File: config.mk
export PLATFORM = sky130hd
export DESIGN_NAME = rf_write_arbiter
export DESIGN_NICKNAME = d
export VERILOG_FILES = /design/src/rtl/rf_write_arbiter.sv
export SDC_FILE = /design/constraint.sdc
export NUM_CORES = 1
export LEC_CHECK = 0
export BUFFER_PORTS_ARGS = -buffer_cell sky130_fd_sc_hd__buf_2
export CAP_MARGIN = 0
export CORE_MARGIN = 2
export CORE_UTILIZATION = 42
export DETAILED_ROUTE_END_ITERATION = 10
export PLACE_DENSITY_LB_ADDON = 0.08
export SYNTH_ARGS = -nofsm -noshare
export SYNTH_HDL_FRONTEND = slang
export SYNTH_SLANG_ARGS = --single-unit
File: constraint.sdc
create_clock -name reloj -period 1.55 [get_ports reloj]
set_input_delay 0.31 -clock reloj [delete_from_list [all_inputs] [get_ports reloj]]
set_output_delay 0.31 -clock reloj [all_outputs]
set_load 0.05 [all_outputs]
File: src/rtl/rf_write_arbiter.sv
// Round-robin arbiter for the single register-file write port; RF_WR_SCOREBOARD_EN adds a per-register busy scoreboard.
// Latency: 1 cycle from accept to reg_write; sustains one write per cycle.
// Backpressure: req_ready is a combinational one-hot grant; ungranted requesters simply wait.
module rf_write_arbiter #(
   parameter int NREQ  = 2,
   parameter int ADDR  = 5,
   parameter int BUS_W = 32
) (
   input  logic                    reloj,
   input  logic                    reset,
   input  logic [NREQ-1:0]         req_valid,
   output logic [NREQ-1:0]         req_ready,
   input  logic [NREQ*ADDR-1:0]    req_addr,
   input  logic [NREQ*BUS_W-1:0]   req_data,
   output logic [ADDR-1:0]         rd_addr,
   output logic [BUS_W-1:0]        rd_w_data,
   output logic                    reg_write,
   input  logic                    rsv_valid,
   input  logic [ADDR-1:0]         rsv_addr,
   output logic [(1<<ADDR)-1:0]    busy
);

   localparam int PTR_W = (NREQ > 1) ? $clog2(NREQ) : 1;
   localparam logic [PTR_W-1:0] LAST_IDX = PTR_W'(NREQ - 1);

   logic [PTR_W-1:0] rr_ptr;
   logic [PTR_W-1:0] grant_idx;
   logic [PTR_W-1:0] ptr_nxt;
   logic             xfer;
   logic [ADDR-1:0]  sel_addr;
   logic [BUS_W-1:0] sel_data;

   // Scan from rr_ptr with wrap; the first valid requester wins.
   always_comb begin
      logic found;
      int   j;
      req_ready = '0;
      grant_idx = '0;
      found     = 1'b0;
      for (int k = 0; k < NREQ; k++) begin
         j = int'(rr_ptr) + k;
         if (j >= NREQ) j = j - NREQ;
         if (!found && req_valid[j]) begin
            found        = 1'b1;
            req_ready[j] = 1'b1;
            grant_idx    = PTR_W'(j);
         end
      end
   end

   assign xfer     = |req_ready;
   assign sel_addr = req_addr[int'(grant_idx)*ADDR +: ADDR];
   assign sel_data = req_data[int'(grant_idx)*BUS_W +: BUS_W];
   assign ptr_nxt  = (grant_idx == LAST_IDX) ? '0 : grant_idx + PTR_W'(1);

   always_ff @(posedge reloj or posedge reset) begin
      if (reset) begin
         rr_ptr    <= '0;
         reg_write <= 1'b0;
         rd_addr   <= '0;
         rd_w_data <= '0;
      end else if (xfer) begin
         rr_ptr    <= ptr_nxt;
         rd_addr   <= sel_addr;
         rd_w_data <= sel_data;
         // Writes to r0 are accepted but never reach the RF.
         reg_write <= (sel_addr != '0);
      end else begin
         reg_write <= 1'b0;
      end
   end

`ifdef RF_WR_SCOREBOARD_EN
   logic [(1<<ADDR)-1:0] busy_q;

   // Clear on commit first so a same-edge reservation of that register wins.
   always_ff @(posedge reloj or posedge reset) begin
      if (reset) begin
         busy_q <= '0;
      end else begin
         if (reg_write)
            busy_q[rd_addr] <= 1'b0;
         if (rsv_valid && (rsv_addr != '0))
            busy_q[rsv_addr] <= 1'b1;
      end
   end

   assign busy = busy_q;
`else
   logic unused_rsv;
   assign unused_rsv = ^{rsv_valid, rsv_addr};
   assign busy       = '0;
`endif

endmodule
==> summary.txt, run 1 <==
GRT
  • Pin count of the biggest net entering global routing: 40
  • Total Routing Usage GR: 0.181
  • Total global routing overflow: 0
  • Number of global-route vias before repair: 1990
  • Wire length of the first global-routing pass: 8930 um
  • Initial antenna violation count: 0

Cells and area
  • Fraction of final layout cells with drive strength greater than 1: 0.471
  • Area added between synthesis and finish: 27.0%
  • Final antenna diode count: 0
  • NumNets Final: 450
  • Post-Route Utilization: 0.547

Setup path
  • Crit path max fanout: 3
  • Cell chain of the critical path: a21bo_2 > inv_1 > buf_4
  • Cell with the largest stage delay on the worst path: sky130_fd_sc_hd__dfrtp_1
  • Endpoint class of the critical path: output port
  • Category of the critical setup timing path: reg2out
  • WP data arrival: 1.19 ns
  • Peak per-stage delay on the critical path: 0.40 ns
  • Reg2Reg Setup Slack: 0.32 ns
  • Worst Path Required: 1.24 ns
  • Startpoint type of the worst setup path: flip-flop

Clock network
  • CTS tree: done
  • Clock Pin Slew Worst Setup and Hold Paths: 0.08 ns
  • Count of hold-fix buffers inserted at cts: 0
  • Cell at the root of the clock tree: sky130_fd_sc_hd__clkbuf_8
  • H-tree depth: 2
  • Number of buffers on the longest clock path: 2
  • Number of cells upsized or downsized after cts: 1
  • Worst-Skew Late Latency: 0.29 ns
  • Post-CTS repair timing setup buffer count: 0
  • Sink Count: 39
  • Total CTS buffers: 5

Detailed routing
  • DRT iter0 DRCs: 62
  • Total Wirelength: 5740 um
  • Total via count in the routed design: 2087
  • Average via count per standard cell: 4.75
  • Drc violations: 0
  • Number of nets with antenna violations after routing: 0
  • Number of search-and-repair iterations in the first detailed-routing pass: 4
  • Post-detailed-route wirelength per cell: 13.1 um

Pwr
  • Power density relative to cell area: 1100 nW/um2
  • Design Power: 3.29 mW
  • LEAKAGE: 1.52 nW
  • VDD IR-drop max: 466 uV

Synthesis
  • Number of instances in the synthesized netlist: 250
  • Primary flip-flop cell chosen by synthesis mapping: sky130_fd_sc_hd__dfrtp_1
  • Count of distinct cell types in the synthesized netlist: 18
  • Post-synth top area share: 0.414
  • Post-synthesis sequential area ratio: 0.414
  • Post-synth design cell area: 2360 um2
  • Top cell type by total area after synthesis: sky130_fd_sc_hd__dfrtp_1
  • Number of flops mapped to enable cells by yosys: 0
  • Leading cell types by total area after synthesis: sky130_fd_sc_hd__dfrtp_1 (41%), sky130_fd_sc_hd__mux2_2 (13%), sky130_fd_sc_hd__nor2_1 (12%), sky130_fd_sc_hd__buf_4 (11%), sky130_fd_sc_hd__o22ai_1 (9.8%)
  • Count of synthesis-stage warnings from yosys: 0
  • Number of register bits inferred by synthesis: 39
  • Post-synth ARST share: 1.00
  • Syn Area/Cell: 9.43 um2
  • Cell with the most instances after synthesis: sky130_fd_sc_hd__nor2_1
  • Top cells by instance count after synthesis: sky130_fd_sc_hd__nor2_1 (76), sky130_fd_sc_hd__dfrtp_1 (39), sky130_fd_sc_hd__o22ai_1 (37)

Placement
  • Number of port buffers: 117
  • DPL Wire Length: 4100 um
  • Routability-driven placement congestion ratio: 0.733

STA
  • Fmax: 0.669 GHz
  • Setup TNS: 0 ns
  • Slew Viols, Final: 0
  • Post-route fraction of the period consumed by the critical path: 0.965
  • Post-layout minimum cycle time: 1.50 ns
  • Setup repair after global routing missed its margin: no
  • Total count of hold-check failures in the final report: 0
  • Final worst clock skew: 0.00789 ns
  • Final setup violation count: 0

Outcome
  • Outcome: finished, final reports clean

Flow run
  • Number of maximum-capacitance violations: 0

Floorplanning
  • Core Box Area: 5470 um2
  • Starting utilization of the core area: 0.431
  • Height of the die: 78.9 um
  • Horizontal die dimension: 78.9 um
  • IO Count: 156
  • Die ar.: 6230 um2
  • Standard-cell row count: 27

Min path
  • Hold crit path type: in2async
[per-stage QoR]
stage	worst slack, ns	instances	instance area [um2]	hold WS, ns
3_5_place_dp	0.140	431	2900	0.357
6_report	0.0548	439	2990	0.0255
2_1_floorplan	0.0134	281	2480	0.454
4_1_cts	0.0246	439	2990	0.0350
5_1_grt	0.000554	439	2990	0.0535
3_3_place_gp	0.140	431	2900	0.358
[placed cells by master, fill, tap and decap left out]
master / n
sky130_fd_sc_hd__or4_1: 1
sky130_fd_sc_hd__o22ai_1: 37
sky130_fd_sc_hd__nor2_1: 76
sky130_fd_sc_hd__a21boi_0: 1
sky130_fd_sc_hd__a21bo_2: 1
sky130_fd_sc_hd__nor3_1: 1
sky130_fd_sc_hd__buf_12: 2
sky130_fd_sc_hd__clkbuf_8: 5
sky130_fd_sc_hd__o2bb2ai_1: 1
sky130_fd_sc_hd__nand2_1: 2
sky130_fd_sc_hd__clkinv_1: 1
sky130_fd_sc_hd__clkbuf_4: 1
sky130_fd_sc_hd__clkinv_2: 3
sky130_fd_sc_hd__conb_1: 32
sky130_fd_sc_hd__mux2_2: 28
sky130_fd_sc_hd__mux2_4: 9
sky130_fd_sc_hd__inv_1: 3
sky130_fd_sc_hd__dfrtp_1: 39
sky130_fd_sc_hd__buf_4: 8
sky130_fd_sc_hd__a21boi_2: 1
sky130_fd_sc_hd__buf_2: 115
[final timing paths]
check | to | cells past startpoint | start
setup / recovery | req_ready[0] | 3 | rr_ptr$_DFFE_PP0P_
hold / removal | rd_w_data[12]$_DFFE_PP0P_ | 3 | reset
setup reg to reg | rd_w_data[23]$_DFFE_PP0P_ | 4 | rr_ptr$_DFFE_PP0P_
hold reg to reg | rr_ptr$_DFFE_PP0P_ | 2 | rr_ptr$_DFFE_PP0P_
max in group asynchronous | reg_write$_DFF_PP0_ | 3 | reset
min in group reloj | rd_w_data[15]$_DFFE_PP0P_ | 3 | req_data[15]
[state kept, by name, summed over array words and instances, names as in the netlist]
signal / cells
rd_w_data: 32
rr_ptr: 1
reg_write: 1
rd_addr: 5
[layer usage]
layer / wire length (um) / part of all wire / up-vias / global-route usage
met4: 31 / 0.0054 / 0 / 0.0569
met5: 0 / 0 / - / 0
met1: 2570 / 0.45 / 967 / 0.232
met2: 2710 / 0.47 / 91 / 0.309
met3: 428 / 0.075 / 6 / 0.0386
li1: - / - / 1023 / -
[logic make-up (layout without fill, tap and decap cells)]
logic type	Yosys count	count (layout)	share of synthesized area
other cells	1	32	0.00159
mux	37	37	0.191
buf+inv	52	138	0.151
simple gates	80	80	0.130
flops	39	39	0.414
compound gates	41	41	0.113
[critical path, delay by kind of cell (launching register included)]
kind                   cells  cell delay [ns]
flip-flops                 1             0.40
buffers and inverters      2             0.26
AO/OA/AOI/OAI              1             0.23
[where the power goes]
part / internal (mW) / leakage [nW] / switching (mW)
registers: 1.16 / 0.447 / 0.0707
logic: 0.405 / 1.03 / 1.01
clock network: 0.308 / 0.0477 / 0.340
[layout make-up]
cell class | instances | area, um2
Timing Repair Buffer | 126 | 683
Fill cell | 551 | 2480
Clock inverter | 3 | 15.0
Multi-Input combinational cell | 190 | 1140
Clock buffer | 5 | 68.8
Sequential cell | 39 | 976
Inverter | 4 | 15.0
Tap cell | 72 | 90.1
(Power assumes the default switching activity.)
==> run 2: changes to the inputs <==
--- a/config.mk
+++ b/config.mk
@@ -8,7 +8,7 @@
 export BUFFER_PORTS_ARGS = -buffer_cell sky130_fd_sc_hd__buf_2
 export CAP_MARGIN = 0
 export CORE_MARGIN = 2
-export CORE_UTILIZATION = 42
+export CORE_UTILIZATION = 41
 export DETAILED_ROUTE_END_ITERATION = 10
 export PLACE_DENSITY_LB_ADDON = 0.08
 export SYNTH_ARGS = -nofsm -noshare
==> run 2 against run 1 <==
  * Non-clock buffer count stayed put
  * Critical path type unchanged
  * Register-to-register slack hardly changed
  * Routed wire length is 2.0% higher
  * Maximum frequency is 2.2% higher
  * Hold slack better by 0.0062 ns
  * Highest routed layer unchanged
  * Final area is 0.38% lower
  * Utilization is 0.87 points lower
  * Largest power group unchanged
  * Combinational power hardly changed
==> summary.txt, run 2 (synthesis gave the netlist of run 1 again) <==
Cells and area
  • Most common cell after layout, fill and taps aside: sky130_fd_sc_hd__buf_2
  • Non-filler instance count after layout: 437 (-0.46%)
  • Area added between synthesis and finish: 26.5%
  • Post-route design area: 2980 um2 (-0.38%)
  • Fraction of final layout cells with drive strength greater than 1: 0.466 (-0.00564)
  • Final antenna diode count: 0 (unchanged)
  • Flip-flop count of the largest register, all copies and words added: 32 (unchanged)
  • NumNets Final: 450 (unchanged)
  • Top flop regs: rd_w_data (32), rd_addr (5)
  • FILL cells: 536 (-2.7%)
  • Most frequent cells in the layout: sky130_fd_sc_hd__buf_2 (115), sky130_fd_sc_hd__nor2_1 (76), sky130_fd_sc_hd__dfrtp_1 (39), sky130_fd_sc_hd__o22ai_1 (37), sky130_fd_sc_hd__conb_1 (32)
  • Register with the most flip-flops: rd_w_data

Clock network
  • Count of hold-fix buffers inserted at cts: 0 (unchanged)
  • Worst-Skew Late Latency: 0.28 ns (about the same)
  • Clock Pin Slew Worst Setup and Hold Paths: 0.07 ns (about the same)
  • Total CTS buffers: 5 (unchanged)
  • Number of buffers on the longest clock path: 2 (unchanged)
  • Sink Count: 39 (unchanged)
  • Cell at the root of the clock tree: sky130_fd_sc_hd__clkbuf_8
  • CTS tree: done
  • H-tree depth: 2 (unchanged)

Setup path
  • Endpoint class of the critical path: output port
  • Reg2Reg Setup Slack: 0.33 ns (about the same)
  • Cell type group with the largest total delay on the critical path: flip-flops
  • Peak per-stage delay on the critical path: 0.40 ns (about the same)
  • WP data arrival: 1.15 ns (-0.04 ns)
  • Cell with the largest stage delay on the worst path: sky130_fd_sc_hd__dfrtp_1
  • Startpoint type of the worst setup path: flip-flop
  • Category of the critical setup timing path: reg2out
  • Cell chain of the critical path: a21bo_2 > inv_1 > buf_4
  • Startpoint of the worst register-to-register path: rr_ptr$_DFFE_PP0P_
  • Crit path max fanout: 3 (unchanged)
  • Worst Path Required: 1.24 ns (about the same)
  • CP bufs+invs: 2 (unchanged)
  • Reg2Reg Depth: 4 (unchanged)
  • Worst reg2reg path endpoint: rd_addr[0]$_DFFE_PP0P_
  • Path length in cells of the critical path: 3 (unchanged)

Placement
  • Routability-driven placement congestion ratio: 0.700 (-4.5%)
  • Number of port buffers: 117 (unchanged)
  • DPL Wire Length: 4100 um (+0.11%)
  • Cell area after placement: 2900 um2 (unchanged)
  • Cell count after placement: 431 (unchanged)

STA
  • Post-route fraction of the period consumed by the critical path: 0.944 (-0.0210)
  • Setup TNS: 0 ns (unchanged)
  • Slew Viols, Final: 0 (unchanged)
  • Final worst clock skew: 0.00485 ns (-0.00304 ns)
  • Total count of hold-check failures in the final report: 0 (unchanged)
  • Setup repair after global routing missed its margin: no
  • Final setup violation count: 0 (unchanged)
  • Post-layout minimum cycle time: 1.46 ns (-0.0325 ns)
  • Fmax: 0.684 GHz (+2.2%)

Detailed routing
  • Number of search-and-repair iterations in the first detailed-routing pass: 4 (unchanged)
  • Average via count per standard cell: 4.83 (+1.7%)
  • Total via count in the routed design: 2112 (+1.2%)
  • Number of nets with antenna violations after routing: 0 (unchanged)
  • Drc violations: 0 (unchanged)
  • Total Wirelength: 5850 um (+2.0%)
  • DRT iter0 DRCs: 74 (+19%)
  • Post-detailed-route wirelength per cell: 13.4 um (+2.4%)

Floorplanning
  • Die ar.: 6370 um2 (+2.3%)
  • Core Box Area: 5540 um2 (+1.2%)
  • Starting utilization of the core area: 0.425 (-0.00525)
  • Horizontal die dimension: 79.8 um (+1.2%)
  • IO Count: 156 (unchanged)
  • Standard-cell row count: 27 (unchanged)
  • Height of the die: 79.8 um (+1.2%)

Pwr
  • Net Sw Frac: 0.431 (-0.00158)
  • LEAKAGE: 1.52 nW (-0.62%)
  • Flop pwr share: 0.374 (about the same)
  • Power density relative to cell area: 1100 nW/um2 (-0.20%)
  • Switching power summed over all nets: 1.41 mW (-0.94%)
  • Internal power consumption: 1.86 mW (-0.30%)
  • Comb pwr share: 0.435 (+0.004)
  • VDD IR-drop max: 575 uV (+23%)
  • Share of power burned in the clock network: 0.192 (-0.005)

Flow run
  • Number of maximum-capacitance violations: 0 (unchanged)

GRT
  • Initial antenna violation count: 0 (unchanged)
  • Total global routing overflow: 0 (unchanged)
  • Pin count of the biggest net entering global routing: 39 (-2.5%)
  • Number of global-route vias before repair: 2077 (+4.4%)
  • Wire length of the first global-routing pass: 9360 um (+4.9%)
  • Total Routing Usage GR: 0.188 (+0.00678)

Outcome
  • Outcome: finished, final reports clean

Min path
  • Hold crit path type: in2async
==> run 2: worst max-delay path by stage <==
stage,slack (ns),end,start
detailed placement,0.16,rd_w_data[1]$_DFFE_PP0P_,req_valid[1]
global route,0.02,req_ready[1],rr_ptr$_DFFE_PP0P_
finish,0.09,req_ready[0],rr_ptr$_DFFE_PP0P_
CTS,0.004,req_ready[0],rr_ptr$_DFFE_PP0P_
global placement,0.18,rd_w_data[4]$_DFFE_PP0P_,req_valid[1]
floorplan,0.01,req_ready[0],rr_ptr$_DFFE_PP0P_
==> run 2: layout make-up <==
cell class	count	area, um2	share of cell area
sequential	39	976	0.327
inverter	4	15.0	0.00504
multi-input combinational	190	1140	0.384
tap	72	90.1	0.0302
timing repair buffer	126	683	0.229
clock buffer	6	72.6	0.0243
==> run 2: what timing repair did <==
action | CTS | global route
hold endpoints to repair | 0 | 0
endpoints found under the setup margin | 0 | 2
resized for setup | 0 | 3
buffers inserted | 0 | 0
==> run 2: stage by stage <==
stage	power (mW)	setup slack, ns	utilization	hold slack (ns)
after global routing	3.46	0.0211	0.538	0.0556
after floorplan	2.38	0.0134	-	0.454
after CTS	3.30	0.00379	0.537	0.0293
after detailed placement	2.67	0.156	0.524	0.340
final	3.27	0.0873	0.538	0.0317
after global placement	2.66	0.184	0.524	0.333
==> run 2: layer usage <==
layer	share of wire	global-route usage
met1	0.43	0.235
met2	0.48	0.323
met3	0.083	0.0532
met4	0.0075	0.0424
met5	0	0
==> run 2: power groups by stage <==
stage	logic [mW]	clock network (mW)	registers, mW
global placement	1.42	0	1.24
CTS	1.43	0.649	1.22
detailed placement	1.43	0	1.24
floorplan	0.656	0	1.73
finish	1.42	0.628	1.22
global route	1.52	0.695	1.24
==> run 2: worst min-delay path: cells and delay by family <==
| family | cells | cell delay (ns) |
|---|---|---|
| buffers and inverters | 3 | 0.38 |
